--- config.mk ---
export PLATFORM = sky130hd
export DESIGN_NAME = tg_write_arbiter
export DESIGN_NICKNAME = d
export VERILOG_FILES = /design/src/rtl/tg_pkg.sv /design/src/rtl/rr_arbiter2.sv /design/src/rtl/tg_write_arbiter.sv
export SDC_FILE = /design/constraint.sdc
export NUM_CORES = 1
export LEC_CHECK = 0
export BUFFER_PORTS_ARGS = -buffer_cell sky130_fd_sc_hd__buf_2
export CAP_MARGIN = 20
export CORE_MARGIN = 4
export CORE_UTILIZATION = 40
export CTS_CLUSTER_DIAMETER = 80
export CTS_CLUSTER_SIZE = 8
export DETAILED_ROUTE_END_ITERATION = 8
export GPL_ROUTABILITY_DRIVEN = 1
export PLACE_DENSITY = 0.68
export SLEW_MARGIN = 20
export SYNTH_ARGS = -nofsm -noshare
export SYNTH_HDL_FRONTEND = slang
export SYNTH_SLANG_ARGS = --single-unit
export TNS_END_PERCENT = 5
--- constraint.sdc ---
create_clock -name clk_in -period 1.49 [get_ports clk_in]
set_input_delay 0 -clock clk_in [delete_from_list [all_inputs] [get_ports clk_in]]
set_output_delay 0 -clock clk_in [all_outputs]
set_load 0.01 [all_outputs]
--- src/rtl/tg_pkg.sv ---
// Shared definitions for the text-grid write arbiter.
//   - Default grid geometry and the derived cell count / address width.
//   - CLEAR_CHAR: the fill code written by the clear sweep.
//   - state_e:    arbiter FSM states.
//   - req_id_e:   requester identities, also used as the last-grant pointer.
package tg_pkg;

   localparam int          SCREEN_WIDTH  = 76;
   localparam int          SCREEN_HEIGHT = 44;
   localparam int          CELLS         = SCREEN_WIDTH * SCREEN_HEIGHT;
   localparam int          ADDR_W        = $clog2(CELLS);
   localparam logic [7:0]  CLEAR_CHAR    = 8'h20;

   typedef enum logic {
      ST_IDLE  = 1'b0,
      ST_CLEAR = 1'b1
   } state_e;

   typedef enum logic {
      REQ_KEY = 1'b0,
      REQ_PRT = 1'b1
   } req_id_e;

endpackage

--- src/rtl/rr_arbiter2.sv ---
// Two-way round-robin arbiter.
//   clk_in, rst_in : clock, asynchronous active-low reset
//   en             : arbitration allowed this cycle (otherwise no grant)
//   req[1:0]       : request vector, bit 0 = key, bit 1 = print
//   gnt[1:0]       : one-hot grant (or zero), combinational
// The pointer remembers who won the last transfer; on a tie the other
// requester wins. Every grant is a transfer because a grant is only ever
// given to an asserted request.
module rr_arbiter2
   import tg_pkg::*;
(
   input  logic       clk_in,
   input  logic       rst_in,
   input  logic       en,
   input  logic [1:0] req,
   output logic [1:0] gnt
);

   req_id_e last_q, last_d;

   always_comb begin
      gnt    = 2'b00;
      last_d = last_q;
      if (en) begin
         if (req[0] && req[1]) begin
            gnt = (last_q == REQ_KEY) ? 2'b10 : 2'b01;
         end else begin
            gnt = req;
         end
      end
      if (gnt[0]) last_d = REQ_KEY;
      if (gnt[1]) last_d = REQ_PRT;
   end

   // Reset as if print won last, so key wins the first tie.
   always_ff @(posedge clk_in or negedge rst_in) begin
      if (!rst_in) begin
         last_q <= REQ_PRT;
      end else begin
         last_q <= last_d;
      end
   end

endmodule

--- src/rtl/tg_write_arbiter.sv ---
// Text-grid write arbiter: merges keystroke and print-engine writes into a
// single grid write port, and can sweep the whole grid with CLEAR_CHAR.
//   clk_in, rst_in          : clock, asynchronous active-low reset
//   key_valid/addr/data     : keystroke request, key_ready = accepted
//   prt_valid/addr/data     : print request,     prt_ready = accepted
//   clr_req                 : one-cycle pulse starting a full-grid clear
//   clr_busy                : high while tg_we carries a sweep write
//   drop_out                : pulse, an accepted request was out of range
//   tg_we/tg_addr/tg_input  : registered grid write port
module tg_write_arbiter
#(
   parameter  int         SCREEN_WIDTH  = tg_pkg::SCREEN_WIDTH,
   parameter  int         SCREEN_HEIGHT = tg_pkg::SCREEN_HEIGHT,
   parameter  logic [7:0] CLEAR_CHAR    = tg_pkg::CLEAR_CHAR,
   localparam int         CELLS         = SCREEN_WIDTH * SCREEN_HEIGHT,
   localparam int         ADDR_W        = $clog2(CELLS)
)
(
   input  logic              clk_in,
   input  logic              rst_in,
   input  logic              key_valid,
   input  logic [ADDR_W-1:0] key_addr,
   input  logic [7:0]        key_data,
   output logic              key_ready,
   input  logic              prt_valid,
   input  logic [ADDR_W-1:0] prt_addr,
   input  logic [7:0]        prt_data,
   output logic              prt_ready,
   input  logic              clr_req,
   output logic              clr_busy,
   output logic              drop_out,
   output logic              tg_we,
   output logic [ADDR_W-1:0] tg_addr,
   output logic [7:0]        tg_input
);

   import tg_pkg::*;

   localparam logic [ADDR_W-1:0] LAST_ADDR = ADDR_W'(CELLS - 1);

   state_e            state_q, state_d;
   logic [ADDR_W-1:0] cnt_q, cnt_d, cnt_nxt;
   logic              tg_we_q, tg_we_d;
   logic [ADDR_W-1:0] tg_addr_q, tg_addr_d;
   logic [7:0]        tg_input_q, tg_input_d;
   logic              clr_busy_q, clr_busy_d;
   logic              drop_q, drop_d;

   logic              arb_en;
   logic [1:0]        gnt;
   logic              key_in_rng, prt_in_rng;

   // Ready is held low during reset even though the state already reads IDLE.
   assign arb_en = rst_in && (state_q == ST_IDLE) && !clr_req;

   rr_arbiter2 u_arb (
      .clk_in (clk_in),
      .rst_in (rst_in),
      .en     (arb_en),
      .req    ({prt_valid, key_valid}),
      .gnt    (gnt)
   );

   assign key_ready = gnt[0];
   assign prt_ready = gnt[1];

   // Compare in 32 bits so a power-of-two CELLS still works.
   assign key_in_rng = (32'(key_addr) < 32'(CELLS));
   assign prt_in_rng = (32'(prt_addr) < 32'(CELLS));

   assign cnt_nxt = cnt_q + 1'b1;

   always_comb begin
      state_d    = state_q;
      cnt_d      = cnt_q;
      tg_we_d    = 1'b0;
      tg_addr_d  = tg_addr_q;
      tg_input_d = tg_input_q;
      clr_busy_d = 1'b0;
      drop_d     = 1'b0;
      case (state_q)
         ST_IDLE: begin
            if (clr_req) begin
               // Address 0 goes out on the next cycle; a one-cell grid is
               // finished by that single write.
               state_d    = (CELLS == 1) ? ST_IDLE : ST_CLEAR;
               cnt_d      = '0;
               tg_we_d    = 1'b1;
               tg_addr_d  = '0;
               tg_input_d = CLEAR_CHAR;
               clr_busy_d = 1'b1;
            end else if (gnt[0]) begin
               if (key_in_rng) begin
                  tg_we_d    = 1'b1;
                  tg_addr_d  = key_addr;
                  tg_input_d = key_data;
               end else begin
                  drop_d     = 1'b1;
               end
            end else if (gnt[1]) begin
               if (prt_in_rng) begin
                  tg_we_d    = 1'b1;
                  tg_addr_d  = prt_addr;
                  tg_input_d = prt_data;
               end else begin
                  drop_d     = 1'b1;
               end
            end
         end
         ST_CLEAR: begin
            // cnt_q is the address currently on tg_addr. Leaving CLEAR on the
            // edge that issues the last address lets ready assert while that
            // final sweep write is still on the port.
            cnt_d      = cnt_nxt;
            tg_we_d    = 1'b1;
            tg_addr_d  = cnt_nxt;
            tg_input_d = CLEAR_CHAR;
            clr_busy_d = 1'b1;
            if (cnt_nxt == LAST_ADDR) state_d = ST_IDLE;
         end
         default: state_d = ST_IDLE;
      endcase
   end

   always_ff @(posedge clk_in or negedge rst_in) begin
      if (!rst_in) begin
         state_q    <= ST_IDLE;
         cnt_q      <= '0;
         tg_we_q    <= 1'b0;
         tg_addr_q  <= '0;
         tg_input_q <= '0;
         clr_busy_q <= 1'b0;
         drop_q     <= 1'b0;
      end else begin
         state_q    <= state_d;
         cnt_q      <= cnt_d;
         tg_we_q    <= tg_we_d;
         tg_addr_q  <= tg_addr_d;
         tg_input_q <= tg_input_d;
         clr_busy_q <= clr_busy_d;
         drop_q     <= drop_d;
      end
   end

   assign tg_we    = tg_we_q;
   assign tg_addr  = tg_addr_q;
   assign tg_input = tg_input_q;
   assign clr_busy = clr_busy_q;
   assign drop_out = drop_q;

endmodule

==> results.yml <==
synthesis:
  syn_inst: 235
  synth_edf_count: 0
  ys_ff_latch: 37
  synthTopCellsByCount: "dfrtp_1 (36), nand2_1 (36), inv_1 (18)"
  ys_types: 39
  ys_warn_count: 0
  syn_area_sq_mm: 0.00213
  synthArstFlopShare_pct: 100
  synth-main-ff-cell: "dfrtp_1"
  synth-seq-area-share_pct: 43.5
  avgSynthCellArea_sq_um: 9.06
  synth_top_cell_area_share_pct: 42.3
  synth_area_leaders: "dfrtp_1 (42%), mux2_2 (7.9%), nand2_1 (6.3%), nand3_1 (3.5%), inv_1 (3.2%)"
  yosysTopAreaCell: "dfrtp_1"
  syn-num-nets: 282
power_and_ir_drop:
  p_clk_share_pct: 26.7
  vdd_drop_max_uv: 797
  power-per-cell-area_mw_per_mm2: 1240
  power_mw: 3.82
  p_sw_mw: 1.24
  p_comb_share_pct: 36.1
  p_leak_nw: 1.52
  internal_power_mw: 2.58
  switching_share_pct: 32.5
  seqPwrFrac_pct: 37.2
layout:
  layout-drive-gt1-share_pct: 46.5
  fillers: 460
  antenna_cells: 0
  fin_nets: 386
  final_util_pct: 60.0
  final_cells: 410
  area_delta_synth_final_pct: 44.9
  final_area_sq_mm: 0.00309
clock_network:
  clock_latency_ps: 290
  htree_num_levels: 2
  cts_tree: "yes"
  numCtsBuffers: 5
  cts_max_path_buffers: 2
  cts.sink_count: 37
  cts-root-buf: "clkbuf_8"
  clkTransAtPathRegs_ps: 70
timing:
  period_share_pct: 111
  worst_slack_ps: -157
  tightestPinTransition_ps: 488
  min_period_ps: 1650
  final_max_slew_viol_count: 0
  rsz0062_at_grt: "yes"
  fin_worst_skew_ps: 3.80
  finalSetupViolCount: 16
  relSlewSlack_pct: 67.5
  hold_violations: 0
  fmax_mhz: 607
  fin_setup_tns_ps: -716
  timing.hold.ws_ps: 43.8
critical_path:
  cp.arrival_ps: 1860
  critPathKind: "register to register"
  path_max_fanout: 3
  endpoint_kind: "register"
  crit_path_start_kind: "register"
  cp.required_ps: 1700
placement:
  dp.cells: 394
  gp_congestion: 0.868
  dpl_worst_slack_ps: -88.6
  place_area_sq_mm: 0.00278
  dp_hpwl_microns: 4180
  portBuffers: 69
global_routing:
  grt_pass1_wl_microns: 8910
  antenna_found_initial: 0
  grt_max_degree: 39
  grt_pass1_vias: 1880
  track_usage_pct: 17.5
  overflow: 0
floorplanning:
  die_h_microns: 81.0
  dieArea_sq_mm: 0.00656
  start_util_pct: 41.4
  fp-row-count: 26
  die_w_microns: 81.0
  core-area_sq_mm: 0.00514
  io_pins: 70
job:
  max-cap-violations: 0
detailed_routing:
  num_vias: 2064
  drc: 0
  drtPass1Iterations: 4
  totalWireLength_microns: 5730
  antenna_left: 0
  drtIter0Drc: 58
  via_per_inst: 5.03
  wl_per_cell_microns: 14.0
hold_path:
  min_path_type: "input port to register"
status:
  violations: "setup timing"
  status: "finished with violations"
[flip-flops by register name (all words and copies together), names as in the netlist]
register	count
u_arb.last_q	1
state_q	1
tg_input	8
drop_out	1
clr_busy	1
tg_we	1
cnt_q	12
tg_addr	12
[critical path: stages (launching register included)]
cell	delay, ps
dfrtp_1	430
ha_2	200
nand4_1	150
buf_4	200
nor3_4	170
xor2_1	160
nand2_1	90
a31oi_1	170
[cell type report]
cell class,instances,area (sq um),share of cell area [%]
Clock buffer,5,68.8,2.23
Clock inverter,3,65.1,2.11
Inverter,18,67.6,2.19
Multi-Input combinational cell,164,1160,37.7
Sequential cell,37,931,30.2
Tap cell,70,87.6,2.84
Timing Repair Buffer,113,703,22.8
[path summary, 6_finish.rpt]
kind	start	to	slack (ps)	depth (start not counted)
max	cnt_q[0]$_DFFE_PN0P_	tg_addr[10]$_DFFE_PN0P_	-160	7
min	key_data[5]	tg_input[5]$_DFFE_PN0P_	40	3
min in group asynchronous	rst_in	tg_input[0]$_DFFE_PN0P_	360	3
min reg2reg	tg_addr[5]$_DFFE_PN0P_	tg_addr[5]$_DFFE_PN0P_	500	1
max reg2reg	cnt_q[0]$_DFFE_PN0P_	tg_addr[10]$_DFFE_PN0P_	-160	7
max in group asynchronous	rst_in	cnt_q[8]$_DFFE_PN0P_	750	3
[cells in the final DEF, fill, tap and decap left out, drive strengths merged, types with 6 or more instances in the layout]
cell / count
a21oi: 9
a31oi: 7
buf: 111
dfrtp: 36
inv: 18
mux2: 15
nand2: 36
nand3: 15
nor2: 16
o21ai: 13
xor2: 6
[timing repair]
item,4_1_cts,5_1_grt
endpoints found under the setup margin,20,26
hold endpoints to repair,37,0
pin swaps,9,11
setup buffers,1,5
hold buffers,2,0
resized for setup,12,17
[power groups by stage]
stage / registers, mW / logic, mW / clock network (mW)
floorplan: 1.43 / 0.654 / 0
global placement: 1.39 / 1.22 / 0
detailed placement: 1.41 / 1.24 / 0
CTS: 1.40 / 1.29 / 1.04
global route: 1.45 / 1.52 / 1.09
finish: 1.42 / 1.38 / 1.02
[kinds of logic (layout without fill, tap and decap cells)]
kind of cell / Yosys count / after routing / share of synthesized area [%]
xor gates and xnor gates: 10 / 10 / 4.11
DFF: 37 / 37 / 43.5
AOI/OAI and AO/OA: 48 / 48 / 15.8
and+or+nand+nor: 84 / 84 / 18.3
buffers and inverters: 34 / 139 / 6.76
adders and majority gates: 2 / 2 / 1.17
muxes: 20 / 20 / 10.3
[per-layer routing]
metal | track usage (%) | up-vias | routed length (microns)
li1 | - | 1023 | -
met1 | 24.2 | 984 | 2480
met2 | 28.6 | 50 | 2890
met3 | 3.55 | 7 | 303
met4 | 3.55 | 0 | 57
met5 | 0 | - | 0
No activity file was read; power rests on OpenSTA's default activity.
